[src/rtl/rv32_mc_core_if.sv]
// rv32_mc_core_if: shared instruction/data memory port of the core.
//   mem_addr  - byte address (fetch PC or load/store effective address)
//   mem_wdata - store data
//   mem_we    - 1 = write request
//   mem_valid - request valid; held with addr/we/wdata stable until mem_ready
//   mem_ready - request accepted; read data valid in the same cycle
//   mem_rdata - read data
// master = core side, slave = memory side.
interface rv32_mc_core_if;
  logic [31:0] mem_addr;
  logic [31:0] mem_wdata;
  logic        mem_we;
  logic        mem_valid;
  logic        mem_ready;
  logic [31:0] mem_rdata;

  modport master (output mem_addr, mem_wdata, mem_we, mem_valid,
                  input  mem_ready, mem_rdata);
  modport slave  (input  mem_addr, mem_wdata, mem_we, mem_valid,
                  output mem_ready, mem_rdata);
endinterface

[src/rtl/rv32_mc_core.sv]
// rv32_mc_core: multi-cycle RV32I integer core (FETCH/DECODE/EXEC/MEM/WB/HALT)
// with a single valid/ready memory port and a trap-to-HALT mechanism.
// Ports:
//   clk_i        - rising-edge clock
//   rst_ni       - synchronous active-low reset
//   mem          - memory port (rv32_mc_core_if.master)
//   retire_o     - one-cycle pulse in the WB cycle of each completed instruction
//   halted_o     - core sits in HALT
//   halt_cause_o - 0 none, 1 ECALL, 2 EBREAK, 3 illegal, 4 misaligned PC, 5 misaligned data
//   dbg_pc_o     - current PC
module rv32_mc_core #(
  parameter int          PC_WIDTH = 32,
  parameter int          NUM_REGS = 32,
  parameter logic [31:0] RESET_PC = 32'h0
) (
  input  logic                clk_i,
  input  logic                rst_ni,
  rv32_mc_core_if.master      mem,
  output logic                retire_o,
  output logic                halted_o,
  output logic [2:0]          halt_cause_o,
  output logic [PC_WIDTH-1:0] dbg_pc_o
);
  localparam int RIW = $clog2(NUM_REGS);
  localparam logic [6:0] OPC_OP  = 7'b0110011, OPC_IMM = 7'b0010011, OPC_LUI = 7'b0110111,
                         OPC_AUI = 7'b0010111, OPC_JAL = 7'b1101111, OPC_JALR = 7'b1100111,
                         OPC_BR  = 7'b1100011, OPC_LD  = 7'b0000011, OPC_ST  = 7'b0100011,
                         OPC_SYS = 7'b1110011;

  typedef enum logic [2:0] {S_FETCH, S_DECODE, S_EXEC, S_MEM, S_WB, S_HALT} state_e;

  state_e              state_q, state_d;
  logic [2:0]          cause_q, cause_d;
  logic                run_q;   // low for the cycle after a reset edge: keeps mem_valid off
  logic [PC_WIDTH-1:0] pc_q;
  logic [31:0]         ir_q, a_q, b_q, ld_q;
  logic [31:0]         rf_q [NUM_REGS];

  logic [6:0] opc, f7;
  logic [2:0] f3;
  logic [4:0] rd, rs1, rs2;
  assign opc = ir_q[6:0];
  assign f3  = ir_q[14:12];
  assign f7  = ir_q[31:25];
  assign rd  = ir_q[11:7];
  assign rs1 = ir_q[19:15];
  assign rs2 = ir_q[24:20];

  function automatic logic reg_bad(input logic [4:0] idx);
    return {1'b0, idx} >= 6'(NUM_REGS);
  endfunction

  // ---- decode legality: only the register fields an opcode actually uses are checked
  logic legal, use_rd, use_rs1, use_rs2, dec_ok;
  always_comb begin
    legal = 1'b0; use_rd = 1'b0; use_rs1 = 1'b0; use_rs2 = 1'b0;
    case (opc)
      OPC_OP:  begin
        legal  = (f7 == 7'h00) || (f7 == 7'h20 && (f3 == 3'd0 || f3 == 3'd5));
        use_rd = 1'b1; use_rs1 = 1'b1; use_rs2 = 1'b1;
      end
      OPC_IMM: begin
        if (f3 == 3'd1)      legal = (f7 == 7'h00);
        else if (f3 == 3'd5) legal = (f7 == 7'h00) || (f7 == 7'h20);
        else                 legal = 1'b1;
        use_rd = 1'b1; use_rs1 = 1'b1;
      end
      OPC_LUI, OPC_AUI, OPC_JAL: begin legal = 1'b1; use_rd = 1'b1; end
      OPC_JALR: begin legal = (f3 == 3'd0); use_rd = 1'b1; use_rs1 = 1'b1; end
      OPC_BR:   begin legal = (f3 != 3'd2) && (f3 != 3'd3); use_rs1 = 1'b1; use_rs2 = 1'b1; end
      OPC_LD:   begin legal = (f3 == 3'd2); use_rd = 1'b1; use_rs1 = 1'b1; end
      OPC_ST:   begin legal = (f3 == 3'd2); use_rs1 = 1'b1; use_rs2 = 1'b1; end
      OPC_SYS:  legal = (ir_q == 32'h0000_0073) || (ir_q == 32'h0010_0073);
      default:  legal = 1'b0;
    endcase
    dec_ok = legal && !(use_rd && reg_bad(rd)) && !(use_rs1 && reg_bad(rs1))
                   && !(use_rs2 && reg_bad(rs2));
  end

  // ---- execute: everything derives from ir_q/a_q/b_q/pc_q, which stay put through MEM and WB
  logic [31:0] imm_i, imm_s, imm_b, imm_u, imm_j, op2, alu, npc, ea, wb_data, pc32;
  logic [4:0]  shamt;
  logic        take, wb_en;
  always_comb begin
    pc32  = 32'(pc_q);
    imm_i = {{20{ir_q[31]}}, ir_q[31:20]};
    imm_s = {{20{ir_q[31]}}, ir_q[31:25], ir_q[11:7]};
    imm_b = {{19{ir_q[31]}}, ir_q[31], ir_q[7], ir_q[30:25], ir_q[11:8], 1'b0};
    imm_u = {ir_q[31:12], 12'b0};
    imm_j = {{11{ir_q[31]}}, ir_q[31], ir_q[19:12], ir_q[20], ir_q[30:21], 1'b0};
    op2   = (opc == OPC_OP) ? b_q : imm_i;
    shamt = (opc == OPC_OP) ? b_q[4:0] : ir_q[24:20];
    alu   = a_q + op2;
    case (f3)
      3'd0: if (opc == OPC_OP && ir_q[30]) alu = a_q - op2;
      3'd1: alu = a_q << shamt;
      3'd2: alu = {31'b0, $signed(a_q) < $signed(op2)};
      3'd3: alu = {31'b0, a_q < op2};
      3'd4: alu = a_q ^ op2;
      3'd5: if (ir_q[30]) alu = 32'($signed(a_q) >>> shamt);
            else          alu = a_q >> shamt;
      3'd6: alu = a_q | op2;
      3'd7: alu = a_q & op2;
    endcase
    case (f3)
      3'd0:    take = (a_q == b_q);
      3'd1:    take = (a_q != b_q);
      3'd4:    take = ($signed(a_q) < $signed(b_q));
      3'd5:    take = !($signed(a_q) < $signed(b_q));
      3'd6:    take = (a_q < b_q);
      3'd7:    take = !(a_q < b_q);
      default: take = 1'b0;
    endcase
    npc = pc32 + 32'd4;
    case (opc)
      OPC_JAL:  npc = pc32 + imm_j;
      OPC_JALR: npc = (a_q + imm_i) & ~32'd1;
      OPC_BR:   if (take) npc = pc32 + imm_b;
      default:  ;
    endcase
    case (opc)
      OPC_LUI:           wb_data = imm_u;
      OPC_AUI:           wb_data = pc32 + imm_u;
      OPC_JAL, OPC_JALR: wb_data = pc32 + 32'd4;
      OPC_LD:            wb_data = ld_q;
      default:           wb_data = alu;
    endcase
    wb_en = (opc != OPC_BR) && (opc != OPC_ST);
    ea    = a_q + ((opc == OPC_ST) ? imm_s : imm_i);
  end

  // ---- FSM next state and bus outputs
  always_comb begin
    state_d        = state_q;
    cause_d        = cause_q;
    mem.mem_valid  = 1'b0;
    mem.mem_we     = 1'b0;
    mem.mem_addr   = pc32;
    mem.mem_wdata  = 32'd0;
    case (state_q)
      S_FETCH: begin
        mem.mem_valid = run_q;
        if (run_q && mem.mem_ready) state_d = S_DECODE;
      end
      S_DECODE: begin
        if (dec_ok) state_d = S_EXEC;
        else begin state_d = S_HALT; cause_d = 3'd3; end
      end
      S_EXEC: begin
        if (opc == OPC_SYS) begin
          state_d = S_HALT; cause_d = ir_q[20] ? 3'd2 : 3'd1;
        end else if (opc == OPC_LD || opc == OPC_ST) begin
          if (ea[1:0] != 2'd0) begin state_d = S_HALT; cause_d = 3'd5; end
          else state_d = S_MEM;
        end else if (npc[1]) begin
          state_d = S_HALT; cause_d = 3'd4;
        end else state_d = S_WB;
      end
      S_MEM: begin
        mem.mem_valid = 1'b1;
        mem.mem_addr  = ea;
        mem.mem_we    = (opc == OPC_ST);
        mem.mem_wdata = (opc == OPC_ST) ? b_q : 32'd0;
        if (mem.mem_ready) state_d = S_WB;
      end
      S_WB:    state_d = S_FETCH;
      default: state_d = S_HALT;
    endcase
  end

  always_ff @(posedge clk_i) begin
    if (!rst_ni) begin
      state_q <= S_FETCH;
      cause_q <= 3'd0;
      run_q   <= 1'b0;
      pc_q    <= RESET_PC[PC_WIDTH-1:0];
    end else begin
      state_q <= state_d;
      cause_q <= cause_d;
      run_q   <= 1'b1;
      if (state_q == S_WB) pc_q <= npc[PC_WIDTH-1:0];
    end
  end

  // datapath registers and register file carry no reset
  always_ff @(posedge clk_i) begin
    if (state_q == S_FETCH && mem.mem_valid && mem.mem_ready) ir_q <= mem.mem_rdata;
    if (state_q == S_DECODE) begin
      a_q <= (rs1 == 5'd0) ? 32'd0 : rf_q[rs1[RIW-1:0]];
      b_q <= (rs2 == 5'd0) ? 32'd0 : rf_q[rs2[RIW-1:0]];
    end
    if (state_q == S_MEM && mem.mem_ready && opc == OPC_LD) ld_q <= mem.mem_rdata;
    if (state_q == S_WB && wb_en && rd != 5'd0) rf_q[rd[RIW-1:0]] <= wb_data;
  end

  assign retire_o     = (state_q == S_WB);
  assign halted_o     = (state_q == S_HALT);
  assign halt_cause_o = cause_q;
  assign dbg_pc_o     = pc_q;
endmodule

[src/flat_wrapper.sv]
// flat-port wrapper written by rule: the top's interface ports become plain ports
module rv32_mc_core_flat 
#(
  parameter int          PC_WIDTH = 32,
  parameter int          NUM_REGS = 32,
  parameter logic [31:0] RESET_PC = 32'h0
)
  (clk_i, rst_ni, retire_o, halted_o, halt_cause_o, dbg_pc_o, mem_mem_addr, mem_mem_wdata, mem_mem_we, mem_mem_valid, mem_mem_ready, mem_mem_rdata);
  rv32_mc_core_if mem_i ();
  input  logic clk_i;
  input  logic rst_ni;
  output logic retire_o;
  output logic halted_o;
  output logic [2:0] halt_cause_o;
  output logic [PC_WIDTH-1:0] dbg_pc_o;
  output wire logic [$bits(mem_i.mem_addr)-1:0] mem_mem_addr;
  output wire logic [$bits(mem_i.mem_wdata)-1:0] mem_mem_wdata;
  output wire logic [$bits(mem_i.mem_we)-1:0] mem_mem_we;
  output wire logic [$bits(mem_i.mem_valid)-1:0] mem_mem_valid;
  input wire logic [$bits(mem_i.mem_ready)-1:0] mem_mem_ready;
  input wire logic [$bits(mem_i.mem_rdata)-1:0] mem_mem_rdata;
  assign mem_mem_addr = mem_i.mem_addr;
  assign mem_mem_wdata = mem_i.mem_wdata;
  assign mem_mem_we = mem_i.mem_we;
  assign mem_mem_valid = mem_i.mem_valid;
  assign mem_i.mem_ready = mem_mem_ready;
  assign mem_i.mem_rdata = mem_mem_rdata;
  rv32_mc_core #(.PC_WIDTH(PC_WIDTH), .NUM_REGS(NUM_REGS), .RESET_PC(RESET_PC)) u_core (.clk_i(clk_i), .rst_ni(rst_ni), .mem(mem_i), .retire_o(retire_o), .halted_o(halted_o), .halt_cause_o(halt_cause_o), .dbg_pc_o(dbg_pc_o));
endmodule
[config.mk]
export PLATFORM = sky130hd
export DESIGN_NAME = rv32_mc_core_flat
export DESIGN_NICKNAME = d
export VERILOG_FILES = /design/src/rtl/rv32_mc_core_if.sv /design/src/rtl/rv32_mc_core.sv /design/src/flat_wrapper.sv
export SDC_FILE = /design/constraint.sdc
export NUM_CORES = 2
export LEC_CHECK = 0
export ABC_AREA = 0
export BUFFER_PORTS_ARGS = -buffer_cell sky130_fd_sc_hd__buf_2
export CORE_UTILIZATION = 50
export DETAILED_ROUTE_END_ITERATION = 6
export PLACE_DENSITY = 0.66
export SYNTH_ARGS = -nofsm -noshare
export SYNTH_HDL_FRONTEND = slang
export SYNTH_SLANG_ARGS = --single-unit
export TNS_END_PERCENT = 1
[constraint.sdc]
create_clock -name clk_i -period 13.9 [get_ports clk_i]
set_clock_uncertainty 0.1 [all_clocks]
set_input_delay 1.39 -clock clk_i [delete_from_list [all_inputs] [get_ports clk_i]]
set_output_delay 1.39 -clock clk_i [all_outputs]
set_load 0.01 [all_outputs]
## Yosys cells after proc, flatten, opt, wreduce, memory -nomap -nowiden

Memory sizes are Yosys's and may differ from the RTL's. A register that Yosys moved wholly into a read port is not among the register bits.
Cells that the tools add are included.

- Flip-flop bits (word level): 103
- RAM bits: 1024
- Input port bits: 35
- Output and inout bits: 103
- Logic and storage cells: 128
- Memories: 1

- $add $sub $neg: 8
- Magnitude comparators: 4
- Eq/ne operators: 36
- Shifts and indexed selects: 3
- Mux-type cells: 36
- Bitwise operators: 3
- Reductions and logical operators: 31

Memory list:

| name | words | width | rd ports | clocked after Yosys merged registers in | wr ports | RTL line | RTL |
|---|---|---|---|---|---|---|---|
| u_core.rf_q | 32 | 32 | 2 | 2 | 1 | rv32_mc_core.sv:37 | `logic [31:0] rf_q [NUM_REGS];` |

Operators by type and width:

| operator | count |
|---|---|
| 32-bit one-hot mux with 8 select lines | 1 |
| 32-bit 2-to-1 mux | 7 |
| 32-bit adder | 6 |
| 32-bit less-than comparator | 4 |
| 32-bit one-hot mux with 4 select lines | 1 |
| 32-bit one-hot mux with 3 select lines | 1 |
| 3-bit 2-to-1 mux | 11 |
| 32-bit by 3-bit adder with 32-bit output (second input constant) | 1 |
| 32-bit bitwise AND | 1 |
| 32-bit by 21-bit equality test with 1-bit output (second input constant) | 1 |
| 32-bit equality test | 1 |
| 32-bit by 7-bit equality test with 1-bit output (second input constant) | 1 |
| 32-bit != test | 1 |
| 32-bit bitwise OR | 1 |
| 32-bit by 5-bit << shifter with 32-bit output | 1 |
| 32-bit by 5-bit right shift with 32-bit output | 1 |
| 32-bit by 5-bit >>> shifter with 32-bit output | 1 |
| 32-bit subtractor | 1 |
| 32-bit bitwise XOR | 1 |
| 7-bit by 6-bit equality test with 1-bit output (second input constant) | 4 |
| 7-bit equality test (second input constant) | 4 |
| 3-bit equality test (second input constant) | 6 |
| 3-bit one-hot mux with 5 select lines | 1 |
| 7-bit by 5-bit equality test with 1-bit output (second input constant) | 2 |
| other kinds (29) | 61 |

## Logic depth before layout (Yosys ltp)

- Word-level depth: 9
- Mapped depth: 21
- Depth with buffers taken out: 16

## Least setup slack after synthesis

No wires, ideal clock.

- Path type: register to register
- Start: reg u_core.ir_q[3]
- End: mem u_core.rf_q[0][25] (data pin)
- Library setup time: 0.465 ns
- Arrival: 5.628 ns
- Data required time: 13.335 ns
- Slack: 7.707 ns
- Stages on the path, launching flop included: 21
- Path buffers: 5
- Clock period less this slack: 6.193 ns
- Cells stage by stage: edfxtp_1 -> nand4bb_1 -> buf_2 -> nor2_4 -> mux2_2 -> buf_2 -> inv_2 -> buf_2 -> buf_2 -> buf_2 -> ha_1 -> inv_1 -> a21oi_1 -> o31a_1 -> o311a_1 -> o31ai_2 -> a21oi_1 -> o311ai_0 -> a21oi_1 -> nand3b_1 -> a21boi_0

- Cells in the longest elaborated chain, start to end: 6
- Elaborated cells on any way between the ends: 22
- Classes of those cells: add/sub: 2; eq/ne: 6; shift: 3; mux: 6; bitwise: 3; reduce/logical: 2

Ends and longest elaborated chain:

| item | RTL line | RTL |
|---|---|---|
| start: declaration | rv32_mc_core.sv:36 | `logic [31:0] ir_q, a_q, b_q, ld_q;` |
| start signal: assignment | rv32_mc_core.sv:187 | `if (state_q == S_FETCH && mem.mem_valid && mem.mem_ready) ir_q <= mem.mem_rdata;` |
| 7-bit by 6-bit equality test with 1-bit output | n/a |  |
| 32-bit 2-to-1 mux or 5-bit 2-to-1 mux (tied branches) | rv32_mc_core.sv:91, rv32_mc_core.sv:92 |  |
| 32-bit adder, or another cell as far along | rv32_mc_core.sv:93 | `alu = a_q + op2;` |
| 32-bit 2-to-1 mux, on equally long branches | rv32_mc_core.sv:95, rv32_mc_core.sv:100 |  |
| 32-bit one-hot mux with 8 select lines | rv32_mc_core.sv:94 | `case (f3)` |
| 32-bit one-hot mux with 4 select lines (*) | rv32_mc_core.sv:121 | `case (opc)` |
| via u_core.wb_data[25] | rv32_mc_core.sv:81 | `logic [31:0] imm_i, imm_s, imm_b, imm_u, imm_j, op2, alu, npc, ea, wb_data, pc32;` |
| end: declaration | rv32_mc_core.sv:37 |  |

The timed path passes the listed nets; every way through them passes the cells marked *.

## Final worst setup path

- Start: reg u_core.ir_q[3]
- End: out mem_mem_addr[24]

- Cells in the longest elaborated chain, start to end: 4

Ends and longest elaborated chain:

| item | RTL line | RTL |
|---|---|---|
| 7-bit by 6-bit equality test with 1-bit output | rv32_mc_core.sv:129 | `ea = a_q + ((opc == OPC_ST) ? imm_s : imm_i);` |
| 5-bit 2-to-1 mux | rv32_mc_core.sv:129 |  |
| 32-bit adder | rv32_mc_core.sv:129 |  |
| 32-bit 2-to-1 mux | rv32_mc_core.sv:140 | `case (state_q)` |
| end: declaration | flat_wrapper.sv:16 | `output wire logic [$bits(mem_i.mem_addr)-1:0] mem_mem_addr;` |

No other way between the ends.

==> impl_metrics.toml <==
[die]
die_h_um = 378
die_w_um = 378
rows = 137
core_area_um2 = 140000
ios = 138
dieArea_um2 = 143000
initial_utilization_pct = 50.5

[setup_path]
r2r-start = "u_core.ir_q[3]$_DFFE_PP_"
path_class = "flop to output port"
critPathLaunchType = "flop"
cp-end-kind = "output port"
cpLargestDelayFamily = "simple AND/OR/NAND/NOR gates"
critical_path_arrival_ps = 6810
cp_slowest_cell = "edfxtp_1"
cpPeakStageDelay_ps = 700
crit_buf_inv = 1
r2r_end = "u_core.rf_q[10][31]$_DFFE_PP_"
rrSetupSlack_ps = 6020
cp_cell_sequence = "nand4bb_1 -> nor3_1 -> nand2_2 -> mux2_2 -> ha_1 -> fa_1 -> a21oi_1 -> o21bai_1 -> a21o_1 -> a21o_1 -> a31oi_1 -> o21ai_0 -> a21oi_1 -> o21ai_0 -> xnor2_1 -> mux2_2 -> buf_2"
ff2ff_path_depth = 16
cp_data_required_time_ps = 12410
cp_max_fo = 38

[detailed_routing]
wl_met2_mm = 122
dr_wl_met3_mm = 33.0
viasPerCell = 7.20
drt_iter0_markers = 7949
top_layer = "met5"
drt-met1-wl_mm = 101
drt_pass1_iterations = 6
drc = 0
postRouteAntennaNets = 0
avgRoutedWirePerCell_um = 37.2
vias = 52744
wirelength_mm = 273

[logic_synthesis]
ys_ff_latch = 1190
avgSynthCellArea_um2 = 13.4
synth_edf_count = 1152
synthDistinctLibCells = 102
syn_inst = 5275
yosys_warnings = 0
synth-main-ff-cell = "edfxtp_1"
yosysSeqAreaShare_pct = 50.0
postSynth.asyncResetShare_pct = 0
synth_area_um2 = 70800

[min_path]
holdPathEnd = "u_core.halt_cause_o[2]$_SDFFE_PN0P_"
hold_depth = 2
hp-class = "flop to flop"
min-delay-start = "u_core.halt_cause_o[2]$_SDFFE_PN0P_"

[clocking]
clk_path_buf_depth = 3
cts.clk_slew.worst_paths_ps = 60
cts_setup_buffers = 0
clkSinkCount = 1190
ctsHoldBuffers = 0
cts_buffers = 130
cts_root_buf = "clkbuf_16"
clkLatencyLatePin_ps = 790
htreeDepth = 4
tritoncts = "built"
cts_resized = 0

[sta]
fmax_ghz = 0.120
finalCritPeriodShare_pct = 59.7
period_needed_ps = 8300
rsz0062_at_grt = "no"
slew_headroom_pct = 4.10
tightest_slew_ps = 1440
timing.final.ws_setup_ps = 5600
drv_slew = 0
finalSetupTns_ps = 0
final-setup-viol-count = 0
hold_viol_final = 0

[global_routing]
grt_antenna_before_repair = 16
groute.usage.overall_pct = 38.1
grt_pass1_vias = 50204
grt_max_degree = 114
grt_pass1_wl_mm = 380
gr-total-overflow = 0

[pwr]
p_leak_nw = 27.0
max-vdd-ir-drop_uv = 95.2
p_per_area_nw_per_um2 = 116

[run_status]
status = "complete, no violations"

[placement]
gp_congestion = 1.10
io_buffers = 136
hpwl_mm = 178
dpl_worst_slack_ps = 6330

[final_layout]
layout.nets = 5602
fillCellCount = 11282
drive_gt1_share_pct = 23.1
syn2layout_area_growth_pct = 10.4

[flow_run]
drv_cap = 0
[through the flow]
stage	hold WS, ps	std cells	util [%]	instance area, µm²	power (W)
floorplan	380	5307	-	70900	0.00512
global placement	349	7083	52.8	73900	0.00564
detailed placement	352	7083	52.8	73900	0.00564
CTS	360	7318	55.8	78100	0.00907
global route	405	7319	55.8	78100	0.00930
finish	357	7325	55.8	78100	0.00907
[cell usage after synthesis (all sizes together), types with 15 or more instances]
| master | n | area share (%) |
|---|---|---|
| a21oi | 321 | 2.3 |
| xnor2 | 104 | 1.3 |
| or3 | 18 | 0.17 |
| a21o | 84 | 0.89 |
| nand2 | 335 | 1.8 |
| o211ai | 56 | 0.61 |
| mux2i | 98 | 1.4 |
| dfxtp | 38 | 1.1 |
| and2 | 15 | 0.13 |
| a21boi | 16 | 0.18 |
| o31ai | 26 | 0.30 |
| o21bai | 35 | 0.37 |
| nor2b | 18 | 0.16 |
| o21ai | 391 | 2.8 |
| clkbuf | 266 | 1.5 |
| xor2 | 64 | 0.79 |
| ha | 220 | 3.9 |
| o221ai | 32 | 0.40 |
| edfxtp | 1152 | 49 |
| and3 | 27 | 0.24 |
| buf | 124 | 0.79 |
| nand3 | 85 | 0.61 |
| nand4 | 44 | 0.39 |
| nand2b | 20 | 0.18 |
| a31oi | 42 | 0.37 |
| mux2 | 29 | 0.47 |
| o21a | 22 | 0.23 |
| a221oi | 60 | 0.75 |
| mux4 | 641 | 20 |
| a211oi | 45 | 0.48 |
| nor3 | 96 | 0.69 |
| inv | 195 | 1.0 |
| nor2 | 350 | 1.9 |
[state kept, by name, summed over array words and instances, names as in the netlist]
signal               count
u_core.a_q              32
u_core.b_q              32
u_core.dbg_pc_o         31
u_core.halt_cause_o      3
u_core.ir_q             32
u_core.ld_q             32
u_core.rf_q           1024
u_core.run_q             1
u_core.state_q           3
[worst max path at each step]
stage	start	to	slack (ps)	cells after the start
after floorplan	u_core.ir_q[3]$_DFFE_PP_	u_core.rf_q[0][25]$_DFFE_PP_	7710	20
after CTS	u_core.ir_q[3]$_DFFE_PP_	mem_mem_addr[24]	5690	17
after global routing	u_core.ir_q[3]$_DFFE_PP_	mem_mem_addr[24]	5330	17
final	u_core.ir_q[3]$_DFFE_PP_	mem_mem_addr[24]	5600	17
after global placement	u_core.ir_q[3]$_DFFE_PP_	u_core.rf_q[6][31]$_DFFE_PP_	6380	17
after detailed placement	u_core.ir_q[3]$_DFFE_PP_	u_core.rf_q[4][31]$_DFFE_PP_	6330	17
[report_power, final]
part | switching [W] | leakage [nW] | internal (W)
Sequential | 0.0000949 | 10.8 | 0.00407
Clock | 0.00145 | 2.05 | 0.00200
Combinational | 0.000947 | 14.1 | 0.000508
Total | 0.00250 | 27.0 | 0.00658
[per-layer routing]
layer,global-route usage [%],up-vias
li1,-,21250
met1,50.9,26881
met2,57.7,3858
met3,9.40,749
met4,20.5,6
met5,0,-
[worst register-to-register path, cell delays in order (launching register included)]
cell,delay [ps]
edfxtp_1,700
nand4bb_1,610
o21ai_2,270
buf_4,260
nand2_2,550
inv_2,860
ha_1,410
o21bai_1,150
a21oi_1,120
o31a_1,290
o311a_1,380
o31ai_2,620
a211oi_1,220
o31ai_1,340
a21oi_1,120
nor3b_1,500
o22a_1,990
[cells by family after synthesis]
| group | synth area share (%) |
|---|---|
| multiplexers | 22.3 |
| AO/OA/AOI/OAI | 11.5 |
| other | 0.00530 |
| AND/OR/NAND/NOR | 6.78 |
| XOR/XNOR | 2.08 |
| flip-flops | 50.0 |
| adder cells (fa/ha/maj) | 4.09 |
| buffers and inverters | 3.37 |
[placed cells by master, fill, tap and decap left out, types with 32 or more instances in the layout]
cell / count
ha_1: 220
o211ai_1: 54
a221oi_1: 59
clkbuf_16: 135
inv_1: 193
o221ai_1: 32
nand2_1: 332
o21bai_1: 35
dfxtp_1: 38
a31oi_1: 36
nand3_1: 84
nor2_1: 312
nor3_1: 90
nand4_1: 44
buf_2: 136
a21o_1: 84
conb_1: 33
buf_4: 152
xnor2_1: 104
o21ai_0: 382
a211oi_1: 44
mux4_2: 641
xor2_1: 64
nor2_4: 33
a21oi_1: 315
edfxtp_1: 1152
mux2i_1: 98
[layout make-up]
cell class	count	area (µm²)	share of cell area [%]
sequential	1190	35400	45.2
timing repair buffer	291	1880	2.40
antenna	6	15.0	0.0192
clock inverter	71	718	0.919
multi-input combinational	3531	33600	43.0
inverter	196	737	0.943
clock buffer	164	3500	4.48
tap	1876	2350	3.00
(Power assumes the default switching activity.)
